--- config.mk ---
export PLATFORM = sky130hd
export DESIGN_NAME = flop_fifo_rr_arb
export DESIGN_NICKNAME = d
export VERILOG_FILES = /design/src/rtl/flop_fifo_rr_arb.sv
export SDC_FILE = /design/constraint.sdc
export NUM_CORES = 1
export LEC_CHECK = 0
export BUFFER_PORTS_ARGS = -buffer_cell sky130_fd_sc_hd__buf_2
export CORE_MARGIN = 3
export CORE_UTILIZATION = 48
export DETAILED_ROUTE_END_ITERATION = 12
export PLACE_DENSITY = 0.93
export SLEW_MARGIN = 5
export SYNTH_ARGS = -nofsm -noshare
export SYNTH_HDL_FRONTEND = slang
export SYNTH_SLANG_ARGS = --single-unit
--- constraint.sdc ---
create_clock -name clk -period 7.65 [get_ports clk]
set_input_delay 1.9125 -clock clk [delete_from_list [all_inputs] [get_ports clk]]
set_output_delay 1.9125 -clock clk [all_outputs]
set_load 0.01 [all_outputs]
--- src/rtl/flop_fifo_rr_arb.sv ---
// flop_fifo_rr_arb: round-robin drain of NUM_Q flop FIFOs (combinational
// head outputs) into one registered, queue-tagged valid/ready output stage.
// Optional burst mode is enabled by defining FLOP_FIFO_ARB_BURST_EN.
//
// Handshake: a word moves downstream on a cycle where out_valid & out_ready.
// The output stage may load a new word whenever it is empty or being
// accepted in the same cycle (load = ~out_valid | out_ready). A FIFO head is
// consumed on a cycle where its q_pop bit is 1. q_pop is combinational and
// one-hot or zero. While out_valid=1 and out_ready=0, out_data and out_qid
// hold stable.
module flop_fifo_rr_arb #(
    parameter int NUM_Q = 4,
    parameter int WIDTH = 32,
    parameter int QID_W = $clog2(NUM_Q)
) (
    input  logic                   clk,
    input  logic                   rst_n,
    input  logic                   sync_rst_n,
    input  logic                   cfg_wmark_prio_en,
    input  logic [7:0]             cfg_burst_len,
    input  logic [NUM_Q-1:0]       q_valid,
    input  logic [NUM_Q*WIDTH-1:0] q_data,
    input  logic [NUM_Q-1:0]       q_wmark,
    output logic [NUM_Q-1:0]       q_pop,
    output logic                   out_valid,
    output logic [WIDTH-1:0]       out_data,
    output logic [QID_W-1:0]       out_qid,
    input  logic                   out_ready
);

    logic [QID_W-1:0] last_grant;
    logic [NUM_Q-1:0] wm_hit;
    logic [NUM_Q-1:0] cand;
    logic [QID_W-1:0] rr_sel;
    logic             rr_found;
    logic [QID_W-1:0] grant_q;
    logic             grant_any;
    logic             load;
    logic             pop;
    logic [WIDTH-1:0] grant_data;

    assign load = ~out_valid | out_ready;

    // Watermarked queues form the candidate set when priority is on and any exist.
    always_comb begin
        wm_hit = q_valid & q_wmark;
        cand   = (cfg_wmark_prio_en && (wm_hit != '0)) ? wm_hit : q_valid;
    end

    // Rotating search for the first candidate after last_grant, wrapping mod NUM_Q.
    always_comb begin
        int idx;
        idx      = 0;
        rr_sel   = '0;
        rr_found = 1'b0;
        for (int off = 1; off <= NUM_Q; off++) begin
            idx = int'(last_grant) + off;
            if (idx >= NUM_Q) begin
                idx = idx - NUM_Q;
            end
            if (!rr_found && cand[idx]) begin
                rr_found = 1'b1;
                rr_sel   = QID_W'(idx);
            end
        end
    end

`ifdef FLOP_FIFO_ARB_BURST_EN
    // burst_cnt holds the number of pops made so far in the current burst
    // (0 only out of reset). A burst keeps the grant on last_grant until it
    // reaches eff_len pops or the queue runs dry; watermarks are ignored
    // while a burst is held.
    logic [7:0] burst_cnt;
    logic [7:0] eff_len;
    logic       hold;

    assign eff_len = (cfg_burst_len == 8'd0) ? 8'd1 : cfg_burst_len;
    assign hold    = (burst_cnt != 8'd0) && (burst_cnt < eff_len) && q_valid[last_grant];

    // Burst continuation overrides the round-robin pick.
    always_comb begin
        grant_q   = hold ? last_grant : rr_sel;
        grant_any = hold | rr_found;
    end

    // Count pops within a burst; any pop that is not a continuation starts a new one.
    always_ff @(posedge clk or negedge rst_n) begin
        if (!rst_n) begin
            burst_cnt <= 8'd0;
        end else if (!sync_rst_n) begin
            burst_cnt <= 8'd0;
        end else if (pop) begin
            burst_cnt <= hold ? (burst_cnt + 8'd1) : 8'd1;
        end
    end
`else
    logic unused_burst_len;
    assign unused_burst_len = ^cfg_burst_len;

    // Plain round-robin: the grant is the rotating search result.
    always_comb begin
        grant_q   = rr_sel;
        grant_any = rr_found;
    end
`endif

    // Pop only with room in the output stage, a candidate, and neither reset active.
    always_comb begin
        pop   = load & grant_any & rst_n & sync_rst_n;
        q_pop = '0;
        if (pop) begin
            q_pop[grant_q] = 1'b1;
        end
    end

    assign grant_data = q_data[int'(grant_q)*WIDTH +: WIDTH];

    // Output stage: capture the popped head, drain on accept, otherwise hold.
    always_ff @(posedge clk or negedge rst_n) begin
        if (!rst_n) begin
            out_valid  <= 1'b0;
            out_data   <= '0;
            out_qid    <= '0;
            last_grant <= QID_W'(NUM_Q - 1);
        end else if (!sync_rst_n) begin
            out_valid  <= 1'b0;
            out_data   <= '0;
            out_qid    <= '0;
            last_grant <= QID_W'(NUM_Q - 1);
        end else if (pop) begin
            out_valid  <= 1'b1;
            out_data   <= grant_data;
            out_qid    <= grant_q;
            last_grant <= grant_q;
        end else if (out_ready) begin
            out_valid  <= 1'b0;
        end
    end

endmodule

==> metrics <==
Yosys reg bits 37; Synth area leader dfrtp_1; # rows 28; Synth top cells by count nand2_1 (43), dfrtp_1 (35), and2_1 (34), o31ai_1 (34); clk sink count 37; ant diodes 0; arrival time at the worst endpoint approximately 4300 ps; CP endpoint kind output port; CP bufs+invs 2; Slew @ Worst Pin 1220 ps; Final Skew 11.6 ps; layer with the highest usage met2; DIE HEIGHT 86.9 microns; Achievable Freq ~160 MHz; layout cell share with drive strength beyond 1 47.9%; largest net degree at the start of global routing 67; CP Capture Point q_pop[1]; CP Cell Sequence buf_2 -> a22oi_4 -> o21ai_1 -> nand2_2 -> a21boi_0 -> nor3_1 -> buf_2; DP Area 4000 sq um; Synth cell types 38; syn avg cell area 9.36 sq um; H-tree lvl count 2; # hold bufs at CTS 0; Fill cells just over 500; Most used DFF post-synth dfrtp_1; ANT nets after route 0; fin. max-slew vios 0; Die Footprint roughly 7600 sq um; setup slack, reg-to-reg 4920 ps; CP dominant cell by count buf_2; post-synth top area share between 20 and 30%; endpoints failing setup 0; Area growth, synth to finish 30.7%; startpoint type of the worst setup path input port; fin nets 639; CTS tree done; maxcap violations 0; RSZ-0062 raised after global routing no; DR pass1 iterations 4; Total Power 694 uW; most area-consuming cells after synthesis dfrtp_1 (28%), a211oi_2 (11%), o211a_1 (10%); slew margin rel. 18.5%; Hold Violations, Final 0; drt drc 0; # port buffers between 150 and 200; final WL 10200 microns; Cell Area, Synth 3140 sq um; die width between 80 and 90 microns; HP Class reg -> reg; Total GRT Usage between 20% and 30%; reg2reg start last_grant[0]$_DFFE_PN1P_; crit-path max FO 66; first-pass GRT wire length 16300 microns; CP max-delay cell nand2_2; multi-input logic area 2010 sq um; Power Dens Cells 169 nW/um^2; Avg Vias per Cell 6.10; WS Path Type in -> out; clk slew on worst S/H paths 80 ps; DR iter-0 viols 152; Max IR drop VDD 0.0906 mV; Root Driver clkbuf_8; worst r2r dst out_data[11]$_DFFE_PN0P_; GP Congestion 0.902; initial antenna violation count 0; grt total ovfl 0; clock tree buffer depth 2; setup_tns 0 ps; # IOs 188; met2 Usage GRT 48.0%; Reg area 928 sq um; total number of vias roughly 3.5k; Syn Inst Count 336; vias in the first global route 3561; syn_nets 485; leak pwr between 2 and 2.5 nW; Top delay family on crit path compound AO/OA/AOI/OAI gates; starting density of the core between 50% and 60%; design area 4110 sq um; setup bufs post-CTS 0; TritonCTS buffer count 5; Seq/Total Area, Yosys 29.5%; grt met1 use between 30% and 40%; Post-synth EDFFs 0; status complete, no violations; CP max stage delay 830 ps; WL/cell 18.0 microns; Final min period a little over 6000 ps; final core occ 67.0%; post-DP HPWL 7180 microns; core area roughly 6100 sq um; Yosys warnings 0; critical path depth 7; Layout Cells excl Fill around 570; worst reg2reg path depth 6; async set-reset flop share out of synthesis 100%; Worst Setup SP q_valid[1]; fin crit share 80.8%; met3 Usage GRT approximately 4.4%; Post-Place Cells between 500 and 600; Resize count post-CTS 0; Critical Path RT 5740 ps; Clk Latency, worst-skew pair between 200 and 300 ps; count leader, synth nand2_1; Hold Path Depth 2
-- routing by layer --
| layer | part of all wire [%] | vias up |
|---|---|---|
| met5 | 0 | - |
| met4 | 2.4 | 0 |
| met3 | 8.3 | 22 |
| met2 | 50 | 169 |
| met1 | 39 | 1649 |
| li1 | - | 1612 |
-- sequential cells by signal, indices dropped and copies added (netlist names) --
signal / count
out_data: 32
last_grant: 2
out_qid: 2
out_valid: 1
-- tightest hold or removal path: stages (launching register included) --
cell     delay [ps]
dfrtp_1         340
nand2_1          50
o31ai_1          50
-- layout make-up --
cell class,count,share of cell area [%]
inverter,6,0.548
clock buffer,5,1.67
multi-input combinational,255,48.9
clock inverter,3,1.13
tap,75,2.28
sequential,37,22.6
timing repair buffer,185,22.9
-- placed cells by master, fill, tap and decap left out, drive strengths merged, types with 2 or more instances in the layout --
cell type / count
o21ai: 6
buf: 185
nor3: 5
a21boi: 4
nand2: 44
inv: 6
o31ai: 34
a21oi: 3
a22oi: 2
and4b: 2
a211oi: 33
nor2b: 2
nor2: 6
and2: 35
dfstp: 2
a221oi: 32
mux2i: 3
clkbuf: 5
nand2b: 4
dfrtp: 35
o211a: 32
nand3: 3
-- stage by stage --
stage	worst slack, ps	hold slack, ps
floorplan	2360	517
global placement	1650	458
detailed placement	1480	466
CTS	1520	484
global route	1260	507
finish	1470	481
-- power by group --
group	leakage [nW]	internal (mW)	switching, mW
registers	0.489	0.218	0.0134
logic	1.64	0.119	0.169
clock network	0.0543	0.0976	0.0754
total	2.19	0.435	0.258
-- cells by family (layout without fill, tap and decap cells) --
logic type | after synthesis | after routing | share of synthesized area, %
muxes | 3 | 3 | 0.955
buffers and inverters | 44 | 199 | 7.40
DFF | 37 | 37 | 29.5
and+or+nand+nor | 102 | 102 | 16.9
AOI/OAI and AO/OA | 150 | 150 | 45.2
-- worst min path at each step --
| stage | startpoint | slack [ps] | to |
|---|---|---|---|
| after detailed placement | out_data[15]$_DFFE_PN0P_ | 470 | out_data[15]$_DFFE_PN0P_ |
| after global routing | out_data[24]$_DFFE_PN0P_ | 510 | out_data[24]$_DFFE_PN0P_ |
| after CTS | out_data[15]$_DFFE_PN0P_ | 480 | out_data[15]$_DFFE_PN0P_ |
| after global placement | out_data[16]$_DFFE_PN0P_ | 460 | out_data[16]$_DFFE_PN0P_ |
| after floorplan | out_data[0]$_DFFE_PN0P_ | 520 | out_data[0]$_DFFE_PN0P_ |
| final | out_data[15]$_DFFE_PN0P_ | 480 | out_data[15]$_DFFE_PN0P_ |
(Power assumes the default switching activity.)
